### src/rtl/quadrature_gen.sv
// Quadrature encoder emulator: turns (dir, steps) commands into a Gray-coded
// A/B waveform with a fixed hold time per phase and tracks a wrapping position.
module quadrature_gen #(
  parameter int HOLD_CYCLES = 4,
  parameter int CNT_W       = 8,
  parameter int POS_W       = 4
) (
  input  logic             clk,
  input  logic             rst,
  input  logic             cmd_valid,
  output logic             cmd_ready,
  input  logic             cmd_dir,
  input  logic [CNT_W-1:0] cmd_steps,
  input  logic             abort,
  output logic             A,
  output logic             B,
  output logic             busy,
  output logic             done,
  output logic [POS_W-1:0] pos
);

  typedef enum logic [1:0] {IDLE, RUN, SETTLE} state_t;

  localparam logic [7:0] HLD = 8'(HOLD_CYCLES - 1);

  state_t           state, state_nxt;
  logic [7:0]       hold, hold_nxt;
  logic [CNT_W-1:0] rem, rem_nxt;
  logic             dir, dir_nxt;
  logic [1:0]       ab, ab_nxt;
  logic [POS_W-1:0] pos_r, pos_nxt;
  logic             done_r, done_nxt;
  logic             zpend, zpend_nxt;

  always_ff @(posedge clk) begin
    if (rst) begin
      state  <= IDLE;
      hold   <= '0;
      rem    <= '0;
      dir    <= 1'b0;
      ab     <= 2'b00;
      pos_r  <= '0;
      done_r <= 1'b0;
      zpend  <= 1'b0;
    end else begin
      state  <= state_nxt;
      hold   <= hold_nxt;
      rem    <= rem_nxt;
      dir    <= dir_nxt;
      ab     <= ab_nxt;
      pos_r  <= pos_nxt;
      done_r <= done_nxt;
      zpend  <= zpend_nxt;
    end
  end

  always_comb begin
    state_nxt = state;
    hold_nxt  = hold;
    rem_nxt   = rem;
    dir_nxt   = dir;
    ab_nxt    = ab;
    pos_nxt   = pos_r;
    done_nxt  = 1'b0;
    zpend_nxt = 1'b0;
    case (state)
      IDLE: begin
        // zero-step commands complete one cycle later without touching A/B
        done_nxt = zpend;
        if (cmd_valid) begin
          if (cmd_steps == '0) begin
            zpend_nxt = 1'b1;
          end else begin
            dir_nxt   = cmd_dir;
            rem_nxt   = cmd_steps;
            hold_nxt  = HLD;
            state_nxt = RUN;
          end
        end
      end
      RUN: begin
        if (abort) begin
          state_nxt = IDLE;
        end else if (hold == '0) begin
          // CW: 00->10->11->01, CCW: 00->01->11->10
          ab_nxt   = dir ? {~ab[0], ab[1]} : {ab[0], ~ab[1]};
          pos_nxt  = dir ? pos_r + POS_W'(1) : pos_r - POS_W'(1);
          rem_nxt  = rem - CNT_W'(1);
          hold_nxt = HLD;
          if (rem == CNT_W'(1)) state_nxt = SETTLE;
        end else begin
          hold_nxt = hold - 8'd1;
        end
      end
      SETTLE: begin
        if (abort) begin
          state_nxt = IDLE;
        end else if (hold == '0) begin
          state_nxt = IDLE;
          done_nxt  = 1'b1;
        end else begin
          hold_nxt = hold - 8'd1;
        end
      end
      default: state_nxt = IDLE;
    endcase
  end

  assign cmd_ready = (state == IDLE);
  assign busy      = ~cmd_ready;
  assign done      = done_r;
  assign A         = ab[1];
  assign B         = ab[0];
  assign pos       = pos_r;

endmodule

### config.mk
export PLATFORM = sky130hd
export DESIGN_NAME = quadrature_gen
export DESIGN_NICKNAME = d
export VERILOG_FILES = /design/src/rtl/quadrature_gen.sv
export SDC_FILE = /design/constraint.sdc
export NUM_CORES = 1
export LEC_CHECK = 0
export CORE_ASPECT_RATIO = 1.75
export CORE_MARGIN = 1.5
export CORE_UTILIZATION = 54
export CTS_CLUSTER_DIAMETER = 100
export DETAILED_ROUTE_END_ITERATION = 16
export HOLD_SLACK_MARGIN = 0.02
export PLACE_DENSITY = 0.77
export RECOVER_POWER = 50
export SLEW_MARGIN = 30
export SYNTH_ARGS = -nofsm -noshare
export SYNTH_HDL_FRONTEND = slang
export SYNTH_SLANG_ARGS = --single-unit
### constraint.sdc
create_clock -name clk -period 2.4 [get_ports clk]
set_input_delay 0.48 -clock clk [delete_from_list [all_inputs] [get_ports clk]]
set_output_delay 0.48 -clock clk [all_outputs]
set_load 0.01 [all_outputs]
# == Yosys cells after proc, flatten, opt, wreduce, memory -nomap -nowiden ==
# Index checks and enable logic that the tools add are counted.
# op_classes
n_eq_ne,12
bitwise_logic,6
n_reduce_logical,11
mux,26
add_sub_neg,4
# ops
cell,count
8-bit two-way mux,10
8-bit case mux with 3 select lines,1
8-bit zero test,2
2-bit two-way mux,8
8-bit case mux with 2 select lines,1
"8-bit by 1-bit subtractor with 8-bit output, second input constant",2
"2-bit != test, second input constant",6
5-bit AND reduction,2
"3-bit != test, second input constant",3
"8-bit by 1-bit == test with 1-bit output, second input constant",1
1-bit NOT,6
2-bit case mux with 3 select lines,1
3-bit AND reduction,2
6-bit AND reduction,1
"4-bit by 1-bit adder with 4-bit output, second input constant",1
4-bit two-way mux,1
"4-bit by 1-bit subtractor with 4-bit output, second input constant",1
1-bit two-way mux,3
3-bit nonzero test,1
3-bit OR reduction,1
"2-bit by 1-bit == test with 1-bit output, second input constant",1
"2-bit == test, second input constant",1
2-bit zero test,1
1-bit case mux with 2 select lines,1
2-bit nonzero test,1
# totals
elab_cells,67
out_inout_bits,9
ff_bits,27
inputBits,13

# == Longest topological paths before layout ==
# logic_depth
word_depth,5
ltp_mapped,9
depth_no_buf,7

# == Worst setup path before layout ==
# OpenSTA, ideal clock, no wires.
# synth_timing
path_kind,input-to-reg
start,in cmd_steps[2]
end,reg hold[7]
t_arrival_ns,1.708
setup_slack_ns,0.575
path_stages,5
setup_time_ns,0.117
path_buffers,0
t_required_ns,2.283
cell_sequence,or4_4 > o21ai_4 > a2bb2oi_2 > o211a_1 > a32o_1
# synth_between
elab_chain_cells,3
# synth_rtl
element,line,source
"start, declared",13,"input logic [CNT_W-1:0] cmd_steps,"
8-bit zero test,71,if (cmd_steps == '0) begin
2-bit != test (no line),-,
6-bit AND reduction (no line),-,
"end signal, assigned",47,hold <= hold_nxt;
"end, declared",27,"logic [7:0] hold, hold_nxt;"
# Every way passes these cells.
# A chain may end at the register's enable or synchronous reset.

# == Final worst setup path ==
# layout_timing
start,reg state[0]
end,out busy
# layout_between
elab_chain_cells,2
# layout_rtl
element,line,source
"start, declared",26,"state_t state, state_nxt;"
"start signal, assigned",46,state <= state_nxt;
2-bit zero test,109,assign cmd_ready = (state == IDLE);
1-bit NOT (no line),-,
"end, declared",17,"output logic busy,"
# Every way passes these cells.

==> insert_results.sql <==
INSERT INTO impl_metrics (metric_group, metric, value, unit) VALUES
('synthesis', 'syn-instance-count', '193', ''),
('layout', 'flow.area_growth_from_synthesis', '16.4', '%'),
('floorplan', 'die_area', '3470', 'um2'),
('placed_design', 'post-place-ws', '-0.0455', 'ns'),
('layout', 'layout_common_cells', 'sky130_fd_sc_hd__dfxtp_1 (27), sky130_fd_sc_hd__nor2_1 (21), sky130_fd_sc_hd__clkdlybuf4s50_1 (14), sky130_fd_sc_hd__o21ai_0 (11), sky130_fd_sc_hd__a21oi_1 (11)', ''),
('placed_design', 'gp_congestion', '0.821', ''),
('floorplan', 'row_count', '26', ''),
('layout', 'finish.utilization', '0.668', ''),
('critical_path', 'timing.critical_path.max_delay_family', 'buffers and inverters', ''),
('global_route', 'grtUsageTotal', '0.254', ''),
('critical_path', 'critPathBufInv', '3', ''),
('routing', 'drt_drc_violations_left', '0', ''),
('synthesis', 'synth_sequential_area_ratio', '0.322', ''),
('synthesis', 'synthesis.area', '1680', 'um2'),
('cts', 'cts_hold_repair.buffers', '0', ''),
('power_and_ir_drop', 'irDropWorstVdd', '0.482', 'mV'),
('global_route', 'busiest_layer', 'met2', ''),
('sta', 'slew_violations', '0', ''),
('layout', 'fin_nets', '239', ''),
('sta', 'postLayoutSetupSlackWorst', '0.103', 'ns'),
('critical_path', 'required', '1.92', 'ns'),
('critical_path', 'crit_fanout', '9', ''),
('routing', 'vias_per_cell', '6.25', ''),
('critical_path', 'end_kind', 'primary output', ''),
('cts', 'htree_levels', '1', ''),
('synthesis', 'post-synth-top-area-fraction', '0.322', ''),
('placed_design', 'dpl-instance-area', '1920', 'um2'),
('synthesis', 'ys_top_cells_by_area', 'sky130_fd_sc_hd__dfxtp_1 (32%), sky130_fd_sc_hd__ha_1 (6.7%), sky130_fd_sc_hd__nor2_1 (4.7%), sky130_fd_sc_hd__a32o_1 (3.6%), sky130_fd_sc_hd__a21oi_1 (3.3%)', ''),
('cts', 'clkSinkCount', '27', ''),
('sta', 'holdWs', '0.518', 'ns'),
('critical_path', 'arr_time_crit_path', '1.82', 'ns'),
('power_and_ir_drop', 'power.leakage', '0.000772', 'uW'),
('global_route', 'globalRouteMet3Util', '0.0306', ''),
('sta', 'hold_violation_count_in_the_final_report', '0', ''),
('cts', 'cts.clk_slew.worst_paths', '0.10', 'ns'),
('sta', 'grt_setup_unrepaired', 'no', ''),
('routing', 'totalWireLength', '3.95', 'mm'),
('routing', 'drt_first_pass_iters', '4', ''),
('global_route', 'met2_usage', '0.464', ''),
('cts', 'cts.path.max_buffers', '2', ''),
('critical_path', 'startpoint_type', 'register', ''),
('hold_path', 'min_path_type', 'reg2reg', ''),
('floorplan', 'design.core.area', '2930', 'um2'),
('synthesis', 'synthFlopType', 'sky130_fd_sc_hd__dfxtp_1', ''),
('layout', 'layout.cells.most_common', 'sky130_fd_sc_hd__dfxtp_1', ''),
('sta', 'max_slew_margin', '0.502', ''),
('job', 'drv_cap', '0', ''),
('routing', 'detail_route.iter0.violations', '15', ''),
('critical_path', 'worstSetupPathType', 'reg2out', ''),
('routing', 'route.vias.total', '1519', ''),
('layout', 'antenna_cells_inserted', '0', ''),
('status', 'outcome', 'finished clean', ''),
('placed_design', 'dp_hpwl', '3.05', 'mm'),
('synthesis', 'synthesis.nets', '216', ''),
('critical_path', 'crit_chain', 'inv_1 -> ha_1 -> inv_1 -> clkdlybuf4s50_1', ''),
('cts', 'tritoncts', 'yes', ''),
('routing', 'postRouteAntennaNets', '0', ''),
('critical_path', 'crit_path_frequent_cell', 'sky130_fd_sc_hd__inv_1', ''),
('placed_design', 'buffer_ports.inserted', '21', ''),
('synthesis', 'synth_area_per_cell', '8.71', 'um2'),
('cts', 'cts_resized', '0', ''),
('global_route', 'largest_net_degree_at_the_start_of_global_routing', '17', ''),
('sta', 'setup_failing_eps_final', '0', ''),
('synthesis', 'ys_seq_elements', '27', ''),
('cts', 'cts_root_buffer', 'sky130_fd_sc_hd__clkbuf_8', ''),
('cts', 'post_cts_buffers', '0', ''),
('global_route', 'number_of_antenna_violations_at_the_first_check_in_global_routing', '0', ''),
('synthesis', 'synthArstFlopShare', '0', ''),
('synthesis', 'count_of_flip_flops_with_a_built_in_enable_after_synthesis', '0', ''),
('floorplan', 'initial_utilization', '0.574', ''),
('sta', 'fmaxAchievable', '0.435', 'GHz');
-- worst paths after layout --
kind                                             from                     to  slack (ns)  cells past startpoint
worst max-delay path            state[0]$_SDFFE_PP0P_                   busy        0.10                      4
worst min-delay path            state[0]$_SDFFE_PP0P_  state[0]$_SDFFE_PP0P_        0.52                      2
worst max register to register  state[1]$_SDFFE_PP0P_    rem[2]$_SDFFE_PP0P_        0.17                      8
worst min register to register  state[0]$_SDFFE_PP0P_  state[0]$_SDFFE_PP0P_        0.52                      2
-- cell usage after synthesis (all sizes together), types with 2 or more instances --
| cell | n |
|---|---|
| xnor2 | 5 |
| nand2 | 10 |
| a21o | 3 |
| o2bb2ai | 3 |
| and3 | 3 |
| a211oi | 6 |
| or4 | 2 |
| nand2b | 3 |
| o211ai | 2 |
| a21oi | 14 |
| a22oi | 2 |
| inv | 10 |
| or3 | 3 |
| dfxtp | 27 |
| ha | 9 |
| nor2 | 21 |
| nor2b | 6 |
| and2 | 2 |
| o31ai | 2 |
| a32o | 6 |
| nor4 | 3 |
| clkbuf | 5 |
| o21ai | 15 |
| mux2i | 3 |
| nor3 | 9 |
| buf | 4 |
-- where the power goes --
| part | internal (uW) | leakage [uW] | total, uW | switching (uW) |
|---|---|---|---|---|
| Combinational | 345 | 0.000530 | 808 | 463 |
| Sequential | 518 | 0.000220 | 588 | 69.7 |
| Clock | 118 | 0.0000217 | 274 | 156 |
-- per-layer routing --
metal / routed length, um / part of all wire / vias up
met4: 70 / 0.018 / 0
li1: - / - / 756
met1: 1510 / 0.38 / 714
met5: 0 / 0 / -
met3: 114 / 0.029 / 7
met2: 2260 / 0.57 / 42
-- state kept, by name, indices dropped and copies added, names as in the netlist --
name and flops:
ab 2, dir 1, done 1, hold 8, pos 4, rem 8
state 2, zpend 1
-- logic make-up (layout without fill, tap and decap cells) --
| family | count (synthesis) | in the layout | synth area share |
|---|---|---|---|
| flip-flops | 27 | 27 | 0.322 |
| XOR/XNOR | 5 | 5 | 0.0261 |
| buffers and inverters | 19 | 41 | 0.0529 |
| multiplexers | 4 | 4 | 0.0246 |
| AND/OR/NAND/NOR | 65 | 65 | 0.202 |
| adder cells (fa/ha/maj) | 10 | 10 | 0.0789 |
| AO/OA/AOI/OAI | 63 | 63 | 0.294 |
-- cell type report --
type	instances	area, um2
Tap cell	28	35.0
Clock inverter	1	7.51
Sequential cell	27	541
Inverter	10	37.5
Multi-Input combinational cell	147	1040
Clock buffer	3	41.3
Timing Repair Buffer	27	250
Fill cell	254	972
-- worst reg2reg max path, cell delays in order (launching register included) --
cell                       delay (ns)
sky130_fd_sc_hd__dfxtp_1         0.34
sky130_fd_sc_hd__inv_1           0.11
sky130_fd_sc_hd__ha_1            0.48
sky130_fd_sc_hd__nor2b_1         0.28
sky130_fd_sc_hd__and3_1          0.26
sky130_fd_sc_hd__clkbuf_2        0.29
sky130_fd_sc_hd__a22oi_1         0.10
sky130_fd_sc_hd__a21o_1          0.20
sky130_fd_sc_hd__a21oi_2         0.11
-- through the flow --
step                      instances  setup TNS (ns)
after floorplan                 193               0
after global placement          239               0
after detailed placement        239         -0.0720
after CTS                       243               0
after global routing            243               0
final                           243               0
(Power assumes the default switching activity.)
